`src/rtl/cpu_ctrl_pkg.sv`:
```
`default_nettype none
// +----------------------------------------------------------------------+
// | cpu_ctrl_pkg : shared types for the pipeline sequencing controller   |
// | Revision     : 1.0                                                   |
// +----------------------------------------------------------------------+
package cpu_ctrl_pkg;

  localparam int unsigned CNT_W = 32;
  localparam int unsigned REG_W = 5;

  typedef enum logic [1:0] {
    RUN   = 2'd0,
    SLEEP = 2'd1,
    IRQ   = 2'd2
  } ctrl_state_e;

  typedef enum logic [2:0] {
    SEQ    = 3'd0,
    TARGET = 3'd1,
    EX_PC4 = 3'd2,
    MTVEC  = 3'd3,
    MEPC   = 3'd4,
    HOLD   = 3'd5
  } pc_sel_e;

  // x0 is hardwired to zero, so a load targeting it can never create a hazard.
  function automatic logic src_hits_rd(input logic use_src,
                                       input logic [REG_W-1:0] src,
                                       input logic [REG_W-1:0] rd);
    return use_src && (src == rd) && (rd != '0);
  endfunction

endpackage
`default_nettype wire

```
`src/rtl/hazard_flush_ctrl_load_use_detect.sv`:
```
`default_nettype none
// +----------------------------------------------------------------------+
// | load_use_detect : combinational load-use hazard compare              |
// | Revision        : 1.0                                                |
// +----------------------------------------------------------------------+
module load_use_detect
  import cpu_ctrl_pkg::*;
(
  input  logic             i_ex_mem_read,
  input  logic [REG_W-1:0] i_ex_rd,
  input  logic [REG_W-1:0] i_id_rs1,
  input  logic [REG_W-1:0] i_id_rs2,
  input  logic             i_id_use_rs1,
  input  logic             i_id_use_rs2,
  output logic             o_hazard
);

  logic w_hit_rs1;
  logic w_hit_rs2;

  assign w_hit_rs1 = src_hits_rd(i_id_use_rs1, i_id_rs1, i_ex_rd);
  assign w_hit_rs2 = src_hits_rd(i_id_use_rs2, i_id_rs2, i_ex_rd);
  assign o_hazard  = i_ex_mem_read && (w_hit_rs1 || w_hit_rs2);

endmodule
`default_nettype wire

```
`src/rtl/hazard_flush_ctrl.sv`:
```
`default_nettype none
// +----------------------------------------------------------------------+
// | hazard_flush_ctrl : 5-stage pipeline hold/flush/PC-select sequencer  |
// | Revision          : 1.0                                              |
// +----------------------------------------------------------------------+
module hazard_flush_ctrl
  import cpu_ctrl_pkg::*;
(
  input  logic             clk,
  input  logic             rst,
  input  logic             stall_CPU,
  input  logic [4:0]       ID_rs1,
  input  logic [4:0]       ID_rs2,
  input  logic             ID_use_rs1,
  input  logic             ID_use_rs2,
  input  logic             EX_valid,
  input  logic [4:0]       EX_rd,
  input  logic             EX_mem_read,
  input  logic             EX_is_jal,
  input  logic             EX_is_jalr,
  input  logic             EX_is_branch,
  input  logic             EX_is_wfi,
  input  logic             EX_is_mret,
  input  logic             EX_br_taken,
  input  logic             EX_br_pred,
  input  logic             irq_pending,
  output logic             stall_hazard,
  output logic             jump_taken,
  output logic             t_pnt,
  output logic             nt_pt,
  output logic             WFI_pc_en,
  output logic             MEIP_en,
  output logic             MEIP_end,
  output logic             ID_EX_flush,
  output logic [2:0]       pc_sel,
  output logic             bp_update,
  output logic             bp_taken,
  output logic [CNT_W-1:0] br_cnt,
  output logic [CNT_W-1:0] mispred_cnt
);

  ctrl_state_e     r_state;
  ctrl_state_e     w_state_nxt;
  logic            r_rst_q;
  logic [CNT_W-1:0] r_br_cnt;
  logic [CNT_W-1:0] r_mispred_cnt;

  logic    w_active;
  logic    w_load_use;
  logic    w_meip_en;
  logic    w_meip_end;
  logic    w_wfi_entry;
  logic    w_wfi_pc_en;
  logic    w_jump;
  logic    w_t_pnt;
  logic    w_nt_pt;
  logic    w_stall_hazard;
  logic    w_bp_update;
  logic    w_high_pri;
  logic    w_redirect;
  pc_sel_e w_pc_sel;

  load_use_detect u_load_use_detect (
    .i_ex_mem_read (EX_mem_read),
    .i_ex_rd       (EX_rd),
    .i_id_rs1      (ID_rs1),
    .i_id_rs2      (ID_rs2),
    .i_id_use_rs1  (ID_use_rs1),
    .i_id_use_rs2  (ID_use_rs2),
    .o_hazard      (w_load_use)
  );

  // Outputs stay quiet during reset and the first cycle after it, while
  // upstream pipeline registers are still settling out of reset.
  assign w_active = !stall_CPU && !rst && !r_rst_q;

  always_ff @(posedge clk) begin
    r_rst_q <= rst;
  end

  always_ff @(posedge clk) begin
    if (rst) begin
      r_state <= RUN;
    end else begin
      r_state <= w_state_nxt;
    end
  end

  always_comb begin
    w_state_nxt    = r_state;
    w_meip_en      = 1'b0;
    w_meip_end     = 1'b0;
    w_wfi_entry    = 1'b0;
    w_wfi_pc_en    = 1'b0;
    w_jump         = 1'b0;
    w_t_pnt        = 1'b0;
    w_nt_pt        = 1'b0;
    w_stall_hazard = 1'b0;
    w_bp_update    = 1'b0;
    w_high_pri     = 1'b0;
    w_redirect     = 1'b0;
    w_pc_sel       = SEQ;

    if (w_active) begin
      w_meip_en   = irq_pending && (r_state != IRQ);
      w_meip_end  = !w_meip_en && EX_valid && EX_is_mret;
      w_wfi_entry = !w_meip_en && !w_meip_end && (r_state == RUN) &&
                    EX_valid && EX_is_wfi;
      w_wfi_pc_en = !w_meip_en && !w_meip_end &&
                    (w_wfi_entry || (r_state == SLEEP));
      w_high_pri  = w_meip_en || w_meip_end || w_wfi_pc_en;

      if (!w_high_pri && EX_valid) begin
        w_jump      = EX_is_jal || EX_is_jalr;
        w_t_pnt     = !w_jump && EX_is_branch && EX_br_taken && !EX_br_pred;
        w_nt_pt     = !w_jump && EX_is_branch && !EX_br_taken && EX_br_pred;
        w_bp_update = EX_is_branch;
      end
      w_redirect     = w_jump || w_t_pnt || w_nt_pt;
      // A redirected ID instruction is flushed anyway, so its hazard is moot.
      w_stall_hazard = !w_high_pri && !w_redirect && w_load_use;

      if (w_meip_en) begin
        w_pc_sel    = MTVEC;
        w_state_nxt = IRQ;
      end else if (w_meip_end) begin
        w_pc_sel    = MEPC;
        w_state_nxt = RUN;
      end else if (w_wfi_pc_en) begin
        w_pc_sel = HOLD;
        if (w_wfi_entry) begin
          w_state_nxt = SLEEP;
        end
      end else if (w_jump || w_t_pnt) begin
        w_pc_sel = TARGET;
      end else if (w_nt_pt) begin
        w_pc_sel = EX_PC4;
      end else if (w_stall_hazard) begin
        w_pc_sel = HOLD;
      end
    end
  end

  always_ff @(posedge clk) begin
    if (rst) begin
      r_br_cnt      <= '0;
      r_mispred_cnt <= '0;
    end else begin
      if (w_bp_update) begin
        r_br_cnt <= r_br_cnt + 1'b1;
      end
      if (w_t_pnt || w_nt_pt) begin
        r_mispred_cnt <= r_mispred_cnt + 1'b1;
      end
    end
  end

  assign stall_hazard = w_stall_hazard;
  assign jump_taken   = w_jump;
  assign t_pnt        = w_t_pnt;
  assign nt_pt        = w_nt_pt;
  assign WFI_pc_en    = w_wfi_pc_en;
  assign MEIP_en      = w_meip_en;
  assign MEIP_end     = w_meip_end;
  assign ID_EX_flush  = w_meip_en || w_meip_end || w_wfi_pc_en ||
                        w_redirect || w_stall_hazard;
  assign pc_sel       = w_pc_sel;
  assign bp_update    = w_bp_update;
  assign bp_taken     = w_bp_update && EX_br_taken;
  assign br_cnt       = r_br_cnt;
  assign mispred_cnt  = r_mispred_cnt;

endmodule
`default_nettype wire

```
`config.mk`:
```
export PLATFORM = sky130hd
export DESIGN_NAME = hazard_flush_ctrl
export DESIGN_NICKNAME = d
export VERILOG_FILES = /design/src/rtl/cpu_ctrl_pkg.sv /design/src/rtl/hazard_flush_ctrl_load_use_detect.sv /design/src/rtl/hazard_flush_ctrl.sv
export SDC_FILE = /design/constraint.sdc
export NUM_CORES = 1
export LEC_CHECK = 0
export CELL_PAD_IN_SITES_DETAIL_PLACEMENT = 2
export CELL_PAD_IN_SITES_GLOBAL_PLACEMENT = 2
export CORE_AREA = 4 4 132 102
export DETAILED_ROUTE_END_ITERATION = 10
export DIE_AREA = 0 0 136 106
export PLACE_DENSITY = 0.87
export SLEW_MARGIN = 10
export SYNTH_ARGS = -nofsm -noshare
export SYNTH_HDL_FRONTEND = slang
export SYNTH_HIERARCHICAL = 1
export SYNTH_SLANG_ARGS = --single-unit
```
`constraint.sdc`:
```
create_clock -name clk -period 7 [get_ports clk]
set_input_delay 1.05 -clock clk [delete_from_list [all_inputs] [get_ports clk]]
set_output_delay 1.05 -clock clk [all_outputs]
set_load 0.05 [all_outputs]
```
== After elaboration in Yosys (flattened, before gate mapping) ==
Cells that the tools add are included.
Storage, ports and cells
  flip-flop bits (word level): 67
  bits of input ports: 30
  output and inout bits: 77
  word-level logic and storage cells: 88
Operators by class
  equal/unequal tests: 4
  mux-type cells: 27
  add/sub/neg operators: 2
  reduce and logical (&&, ||, !) cells: 51
Operator list (number)
  $add 32x1->32 const B: 2
  $logic_and 1x1->1: 24
  $mux 3: 7
  $mux 1: 16
  $logic_or 1x1->1: 12
  $eq 5x5->1: 2
  $logic_not 1->1: 10
  $mux 2: 4
  $reduce_bool 3->1: 2
  $reduce_bool 5->1: 1
  $reduce_and 3->1: 1
  $eq 2x1->1 const B: 1
  $logic_not 2->1: 1
  $ne 2x2->1 const B: 1

== Logic depth before layout (Yosys ltp) ==
Gate-level depths: netlist of run 1.
  depth in word-level cells: 29
  depth in mapped cells: 7

== Modules after synthesis ==
Netlist of run 1, hierarchy kept.
Modules (own cells, without submodules)
  hazard_flush_ctrl: area an instance 3350.7 um^2, times used 1, cells each 408, seq. area each 1341.3 um^2
  load_use_detect: area an instance 127.6 um^2, times used 1, cells each 17, seq. area each 0.0 um^2

== Least setup slack after synthesis of run 1 ==
No wires, ideal clock.
  kind: in2out
  from: in rst
  to: out t_pnt
  data required time: 5.950 ns
  buffers on the path: 1
  slack: 2.612 ns
  cell stages on the path: 5
  arrival time: 3.338 ns
  path through: buf_6 > or4b_4 > nor3_2 > nand2_1 > nor3b_1
Between the ends
  word-level cells in the longest chain between the ends: 4
RTL lines
  start: declaration: line hazard_flush_ctrl.sv:10  | input logic rst,
  $logic_not 1->1: line hazard_flush_ctrl.sv:75  | assign w_active = !stall_CPU && !rst && !r_rst_q;
  $logic_and 1x1->1 (2 in series): line hazard_flush_ctrl.sv:75
  $mux 1: line hazard_flush_ctrl.sv:104  | if (w_active) begin
  end: declaration: line hazard_flush_ctrl.sv:29  | output logic t_pnt,
Every way passes these cells.

== Worst setup path in the final report of run 1 ==
  from: in EX_valid
  to: out t_pnt
Between the ends
  word-level cells in the longest chain between the ends: 15
RTL lines
  start: declaration: line hazard_flush_ctrl.sv:16  | input logic EX_valid,
  $logic_and 1x1->1 (2 in series): line hazard_flush_ctrl.sv:106  | w_meip_end = !w_meip_en && EX_valid && EX_is_mret;
  $logic_not 1->1: line hazard_flush_ctrl.sv:107, hazard_flush_ctrl.sv:109
  $logic_and 1x1->1: line hazard_flush_ctrl.sv:107, hazard_flush_ctrl.sv:109
  $logic_and 1x1->1 (2 in series): line hazard_flush_ctrl.sv:107  | w_wfi_entry = !w_meip_en && !w_meip_end && (r_state == RUN) &&
  $logic_and 1x1->1: line hazard_flush_ctrl.sv:108  | EX_valid && EX_is_wfi;
  $logic_or 1x1->1: line hazard_flush_ctrl.sv:110  | (w_wfi_entry || (r_state == SLEEP));
  $logic_and 1x1->1: line hazard_flush_ctrl.sv:109  | w_wfi_pc_en = !w_meip_en && !w_meip_end &&
  $logic_or 1x1->1: line hazard_flush_ctrl.sv:111  | w_high_pri = w_meip_en || w_meip_end || w_wfi_pc_en;
  $logic_not 1->1: line hazard_flush_ctrl.sv:113  | if (!w_high_pri && EX_valid) begin
  $logic_and 1x1->1 *: line hazard_flush_ctrl.sv:113
  $mux 1 *: line hazard_flush_ctrl.sv:113
  $mux 1 * (2 in series): line hazard_flush_ctrl.sv:104
Mark *: on every way between the ends. The rest lies on a longest branch, timed or not. The select of a mux whose other input is x is not followed.

==> results.txt, run 1 <==
The internal power came out at 640 uW. The largest total area in the synthesized netlist belongs to dfxtp_1. The cell count of the worst hold path was 2; the area enclosed by the die boundary was 14400 um^2. At the later pin of the worst-skew pair, clock insertion delay measures 0.33 ns. Summed over all cells, the static leakage comes to 0.00153 uW. After clock tree synthesis, the repair step resized 0 gates. The run gives 2 as the number of buffers on the longest clock path.

The number of inserted filler cells in the final layout was 1341; the count of input and output buffers was 106. At the end of the flow, the number of nets in the layout was 561. The netlist uses 48 different library cells.

In the global route stage, overall resource usage came out at 18.5%. In this run the cell area measured after placement is 4690 um^2. Once detailed placement completed, the half-perimeter wirelength came to 9.78 mm.

Summing the areas of all xor and xnor instances in the mapped netlist gives 10.1% of the synthesized area. Ranked by total cell area, the synthesized netlist is headed by dfxtp_1 39%, xor2_1 6.8%, a21oi_1 5.9%, nand4_1 4.5%, nor2_1 4.4%. The most used flip-flop cell after synthesis is dfxtp_1. The most frequently used cell type in the post-synthesis netlist is dfxtp_1. The cell area that synthesis handed to floorplanning was 3480 um^2.

The placer's final routability congestion estimate is 0.809, and the highest attainable clock frequency is 201 MHz. Walking the worst path, the cells encountered are clkdlybuf4s50_1 -> nor2b_1 -> o21a_1 -> nand2_1 -> nor3b_1 -> clkdlybuf4s50_1. TritonCTS built the clock tree. Together, buffers and inverters on the worst path number 2. The share of cells above drive strength 1 is 4.70%. The worst-case reg-to-reg path depth works out to 5. Dividing the detail-routed wire length by the instance count gives 18.9 um. Maximum level of the CTS H-tree: 3. The repair_antennas step left the layout with diodes totalling 0. The die is 106 um tall. The clock sink count is 67. The reg-to-reg critical path endpoint is mispred_cnt[21]. Count of nets left with antenna violations after detail routing: 0. The number of enable flip-flop cells after synthesis is 0, and the row count is 35.

The number of clock buffers inserted by TritonCTS is 9, and the pin slew with the least headroom to its limit is 0.827 ns. In this run the standard cell core region covers 12100 um^2. In this design, the critical path's most frequently occurring cell is clkdlybuf4s50_1. Entering global routing, the biggest net connects 71 pins. By count the netlist is led by 67 x dfxtp_1, 41 x a21oi_1, 41 x nor2_1, 30 x nand2_1, 27 x xor2_1. The arithmetic-cell share of the synthesized area counting full adders, half adders and majority gates came out at 0.719%. Of all flip-flops after synthesis, the portion carrying an async set or reset was 0%. Summed over its instances, the top area cell type makes up 38.6% of the synthesized netlist area. The first-pass GRT wire length is 21.5 mm. For the worst endpoint data arrival time, the log shows 3.92 ns.

The tools report the max-slew violation count as 0. The run finished with clean final reports. IR analysis of the VDD net gives a maximum drop of 108 uV.

The run gives 45.3% as the sequential cell fraction of total power. For the total global routing overflow, the log shows 0. The critical path class was input port to output pin. The final count of negative-setup-slack endpoints is 0. The critical-path cell with the highest stage delay is clkdlybuf4s50_1. Counting every net in the synthesized netlist gives 457. Largest fanout on the critical path: 14.

Summed over all nets, the switching power comes to 205 uW. Of the total power, the share spent switching nets is 24.2%. The number of antenna violations at the first check in global routing came out at 0. The tools report the end of the worst hold path as mispred_cnt[14]. The worst pin sits at a relative slew slack of 44.8%. Counting flops and latches in the post-synthesis netlist gives 67. The tree is rooted in a clkbuf_16.

Dividing the detail-routed via count by the number of cells gives 5.38. Setup repair after global routing left no endpoint under its margin. The cell family contributing the most delay on the critical path is buffers and inverters. The first detailed-routing pass ran for 4 iterations.

In this run the critical register-to-register path is launched from r_state[1]. Summing all non-filler instances in the final layout gives an area of 4950 um^2. 107 I/O pins were placed. The worst register-to-register path has a setup slack of 4.30 ns. The data required time of the worst path is 5.95 ns. The logs give 6 for the number of warnings printed during yosys synthesis and 684 for the count of placed standard cells including taps. Max-cap violations in this run came to 0.

The final critical path takes up 71.0% of the cycle. The signed area change from the synthesized netlist to the final layout works out to 42.3%. The post-detailed-route DRC marker count was 0; the share of synthesized cell area in and, or, nand and nor gates was 31.7%.

The compound-gate portion of the synthesized area is 15.0%, and the initial standard-cell utilization of the core is 28.7%. The path class of the tightest hold or removal check is flop to flop. The tools report the setup fix buffers added after clock tree synthesis as 0.

The worst setup path is launched from an input port. For this run, the share of the core covered by cells in the final layout is 40.8%. Number of DRC markers after the initial detailed-route iteration: 112. The number of standard cells in the final layout excluding fillers is 698.

The clock network burns 48.1% of the power. After synthesis, the largest family of logic cells by area is simple AND/OR/NAND/NOR gates. The clock period could shrink to 4.97 ns. The power density of the placed cells is 171 nW/um^2. For this design, the CTS-stage hold fixing added 0 buffers. The die is 136 um wide. The share of cell area taken by muxes after synthesis is 0.576%, and the portion of the post-synthesis area used by sequential elements is 38.6%.

In this run, the combinational gates consume 6.6% of the power. The hold path startpoint is mispred_cnt[14]. Number of hold violations in the final report: 0. Across the routed clock network, the largest skew measured is 0.00716 ns. The completed layout was analyzed and its total power is 845 uW. The run gives 425 as the synthesized instance count. The tools report the kind of capture point of the worst setup path as an output pin. Setup total negative slack on the finished layout was measured at 0 ns. The count of vias placed by the detailed router was 3756; the average footprint of a synthesized cell was 8.18 um^2.

The largest single stage delay on the critical path is 0.83 ns. The clock slew at the register clock pins of the worst setup and hold paths is 0.06 ns, and the number of global-route vias before repair is 4012. The run gives 13.2 mm as the total wire length after detailed routing.
power by group through the flow:
stage	Clock, uW	Combinational (uW)	Sequential (uW)
global placement	0	52.6	391
CTS	417	55.6	383
finish	407	55.4	383
detailed placement	0	55.2	391
floorplan	0	25.4	391
global route	431	59.9	383
tightest hold or removal path, delay by kind of cell, from the launching register on:
| kind | cells | cell delay (ns) |
|---|---|---|
| compound gates | 2 | 0.12 |
| flops | 1 | 0.33 |
worst max path at each step:
stage / start / end / cells after the start
after floorplan: rst / t_pnt / 5
after global placement: EX_valid / t_pnt / 6
after detailed placement: EX_valid / t_pnt / 6
after CTS: EX_valid / t_pnt / 6
after global routing: EX_valid / t_pnt / 6
final: EX_valid / t_pnt / 6
state kept, by name, indices dropped and copies added (netlist names):
name         flops
br_cnt          32
mispred_cnt     32
r_state          2
r_rst_q          1
metal layers:
| layer | part of all wire, % | global-route usage, % | vias to the layer above |
|---|---|---|---|
| li1 | - | - | 1775 |
| met1 | 46 | 23.6 | 1885 |
| met2 | 49 | 31.7 | 88 |
| met3 | 4.6 | 4.87 | 8 |
| met4 | 0.74 | 3.02 | 0 |
| met5 | 0 | 0 | - |
per-stage QoR:
step / worst slack (ns) / hold WS (ns)
finish: 2.03 / 0.501
CTS: 2.02 / 0.508
global route: 1.80 / 0.531
detailed placement: 2.05 / 0.498
global placement: 2.16 / 0.483
floorplan: 2.61 / 0.490
kinds of logic after synthesis:
logic type / after synthesis
fa+ha+maj: 2
flops: 67
xor+xnor: 40
simple gates: 195
compound gates: 90
mux: 2
buf+inv: 29
layout make-up:
type | count | area, um^2 | share of cell area (%)
Tap cell | 166 | 208 | 4.20
Inverter | 14 | 52.6 | 1.06
Clock inverter | 5 | 32.5 | 0.657
Multi-Input combinational cell | 329 | 2020 | 40.8
Sequential cell | 67 | 1340 | 27.1
Clock buffer | 9 | 225 | 4.55
Timing Repair Buffer | 108 | 1070 | 21.6
placed cells by master, fill, tap and decap left out, types with 2 or more instances in the layout:
cell type        count
and3_1               8
or3_1               22
nand3_1             19
o31ai_1             14
clkinv_2             2
dfxtp_1             67
clkinvlp_4           3
inv_1               14
a21oi_1             41
xnor2_1             13
nor3_1               5
nand2_1             30
nor2_1              41
and2_1               6
buf_4                2
nor4b_1              2
ha_1                 2
o21ai_0             22
nand4_1             25
nor3b_1              2
nor4_1               7
clkdlybuf4s50_1    105
or4_1               16
nor2b_1              2
clkbuf_16            9
nor3_2               2
xor2_1              27
mux2i_1              2
(Power assumes the default switching activity.)
==> run 2: changes to the inputs <==
CORE_AREA = 4 4 145 112   (was 4 4 132 102)
DIE_AREA = 0 0 149 116   (was 0 0 136 106)
PLACE_DENSITY = 0.77   (was 0.87)
clock period = 4.1 ns   (was 7 ns; I/O delays follow)
==> run 2 against run 1 <==
Effect of this change: cell count up 6.7%; setup slack worse by 1.6 ns; core utilization down 6.2 points; sequential share of layout area down 1.1 points.
==> results.txt, run 2 (same netlist as run 1, synthesis figures left out) <==
The total net switching power is 359 uW (+75%), and the number of buffers on the longest clock path is 2 (unchanged). Cell type group with the largest total delay on the critical path: buffers and inverters. The summed negative setup slack over all endpoints is 0 ns (unchanged), and the internal power is 1310 uW (+100%). For the area taken by flip-flops and latches, the log shows 1340 um^2 (unchanged).

The clock network fraction of design power was 55.0% (+6.9 points). The run gives 23.3% (-5.4 points) as the initial standard-cell utilization of the core. The clock slew at the register clock pins of the worst setup and hold paths came out at 0.05 ns (about the same). The path class of the tightest hold or removal check is flop to flop. The tools report the count of vias placed by the detailed router as 3676 (-2.1%).

The row count was 39 (+11%). The data required time of the worst path came out at 3.48 ns (-2.47 ns). The global-route usage over all layers is 15.3% (-3.2 points), and the tightest hold margin is 0.499 ns (-0.00182 ns).

The number of max-capacitance violations reported is 0 (unchanged), and the final worst-path cycle share is 90.6%. Critical path buffer and inverter count: 2 (unchanged). The leakage power was 0.00164 uW (+6.8%). TritonCTS built the clock tree. For the maximum number of pins on one net before global-route repair, the log shows 33 (-54%). Footprint of the multi-input gates: 2020 um^2 (unchanged).

Worst clock skew: 0.00606 ns (-0.00110 ns). For the I/O pin count, the log shows 107 (unchanged). Switching share of total power: 21.5% (-2.7 points). Traced cell by cell, the critical path runs through clkdlybuf4s50_1 -> a21boi_1 -> o21ai_2 -> o2111a_1 -> and3_1 -> clkdlybuf4s50_1.

The run gives 3.10 ns (-0.82 ns) as the worst endpoint data arrival time. The tree is rooted in a clkbuf_16. The run gives 0 (unchanged) as the number of antenna violations at the first check in global routing. The most numerous cell type found on the critical path is clkdlybuf4s50_1. Setup repair after global routing left no endpoint under its margin. The average vias per placed instance was 4.93 (-8.3%). The height of the chip came out at 116 um (+9.4%). Die boundary width: 149 um (+9.6%). The standard cell area after detailed placement is 4810 um^2 (+2.5%). The critical path class was input port to output pin. Share of cells above drive strength 1: 7.22% (+2.5 points).

In this run the most critical hold path is launched from br_cnt[31]. The number of iterations in the first detailed-routing pass is 4 (unchanged). The logs give 0.33 ns (about the same) for the insertion delay of the later-clocked pin in the worst-skew pair and 269 MHz for the highest attainable clock frequency.

The kind of capture point of the worst setup path was an output pin. The number of inserted filler cells in the final layout is 1684 (+26%). The run gives 0 (unchanged) as the number of hold violations in the final report. For the number of clock buffers inserted by TritonCTS, the log shows 9 (unchanged). Design area: 5160 um^2 (+4.2%). The worst register-to-register path begins at r_state[1]. The pin slew with the least headroom to its limit came out at 0.899 ns (+0.0718 ns).

The flow ran to the end, and the final reports show no timing, DRC or antenna violations. The library cell used most frequently in the layout, excluding fill and tap cells, is clkdlybuf4s50_1. The run gives 67 (unchanged) as the clock sink count. The total global routing overflow came out at 0 (unchanged).

The max-slew violation count came out at 0 (unchanged). The tools report the critical path startpoint category as an input port. The final HPWL from detailed placement was 10.0 mm (+2.2%).

Antenna diode count: 0 (unchanged). The final net count is 567 (+1.1%). The post-layout minimum cycle time is 3.72 ns, and the proportion of power drawn by combinational gates is 5.8% (-0.8 points). The final count of negative-setup-slack endpoints is 0 (unchanged).

The run gives 0 (unchanged) as the setup fix buffers added after clock tree synthesis. The count of input and output buffers works out to 106 (unchanged). The area enclosed by the die boundary is 17300 um^2 (+20%), and the total wire length after detailed routing is 13.2 mm (about the same). The tools report the worst setup path startpoint as irq_pending. The placer's final routability congestion estimate is 0.764 (-5.5%). The logs give 0.380 ns (-1.67 ns) for the post-place setup slack and 189 uV (+74%) for the worst ir drop on vdd. The area growth from synthesis to layout is 48.3%. For the core box area, the log shows 14900 um^2 (+23%). The worst-case setup margin in the final layout was 0.384 ns (-1.65 ns). The longest individual stage delay on the worst path works out to 0.81 ns (-0.02 ns). The worst-case headroom to the max-slew limit is 40.0% (-4.8 points). The largest fanout on the critical path came out at 10 (-4). In the layout the commonest cells are 99 x clkdlybuf4s50_1, 67 x dfxtp_1, 41 x nor2_1, 41 x a21oi_1, 30 x nand2_1. The routed length per placed instance is 17.7 um (-6.4%). The number of global-route vias before repair came out at 4009 (-0.075%). The count of nets left with antenna violations after detail routing is 0 (unchanged). The logs give 39.2% (-6.1 points) for the sequential cell fraction of total power and 34.6% (-6.2 points) for the core occupancy in the finished layout. The run gives 0 (unchanged) as the quantity of gates resized following cts.

The power density of the placed cells works out to 323 nW/um^2 (+89%). The run gives 133 (+19%) as the number of DRC markers after the initial detailed-route iteration. For the number of buffers added to fix hold violations after cts, the log shows 0 (unchanged). Among all stages on the critical path, the largest delay is contributed by clkdlybuf4s50_1. The tools report the first-pass GRT wire length as 21.2 mm (-1.4%). The post-detailed-route DRC marker count was 0 (unchanged); the maximum level of the CTS H-tree was 3 (unchanged).
run 2: cell type report:
cell class	instances	share of cell area [%]
timing repair buffer	114	22.1
clock buffer	10	4.63
inverter	14	1.02
clock inverter	6	2.18
sequential	67	26.0
tap	205	4.97
multi-input combinational	329	39.1
run 2: power by group through the flow:
stage                     clock (uW)  sequential [uW]  combinational (uW)
after floorplan                    0              668                43.4
after global placement             0              668                94.5
after detailed placement           0              668                98.0
final                            916              654                97.2
after CTS                        947              653                98.7
after global routing             974              653                 106
run 2: stage by stage:
step           total power, uW  std cells
6_report                  1670        745
4_1_cts                   1700        745
3_5_place_dp               766        729
5_1_grt                   1730        745
2_1_floorplan              711        425
3_3_place_gp               762        729
run 2: per-layer routing:
layer | wire length, um | vias up | global-route usage (%)
met1 | 5840 | 1797 | 18.3
met2 | 6480 | 85 | 27.2
met4 | 143 | 0 | 4.09
met5 | 0 | - | 0
li1 | - | 1782 | -
met3 | 695 | 12 | 4.22
run 2: worst min-delay path, stage by stage (launching register included):
cell and delay [ns]:
dfxtp_1 0.32, o21ai_0 0.07, a21oi_1 0.06
run 2: worst paths after layout:
kind / depth (start not counted) / to / slack, ns
max reg2reg: 5 / mispred_cnt[28] / 1.52
min: 2 / br_cnt[31] / 0.50
max: 6 / stall_hazard / 0.38
min reg2reg: 2 / br_cnt[31] / 0.50
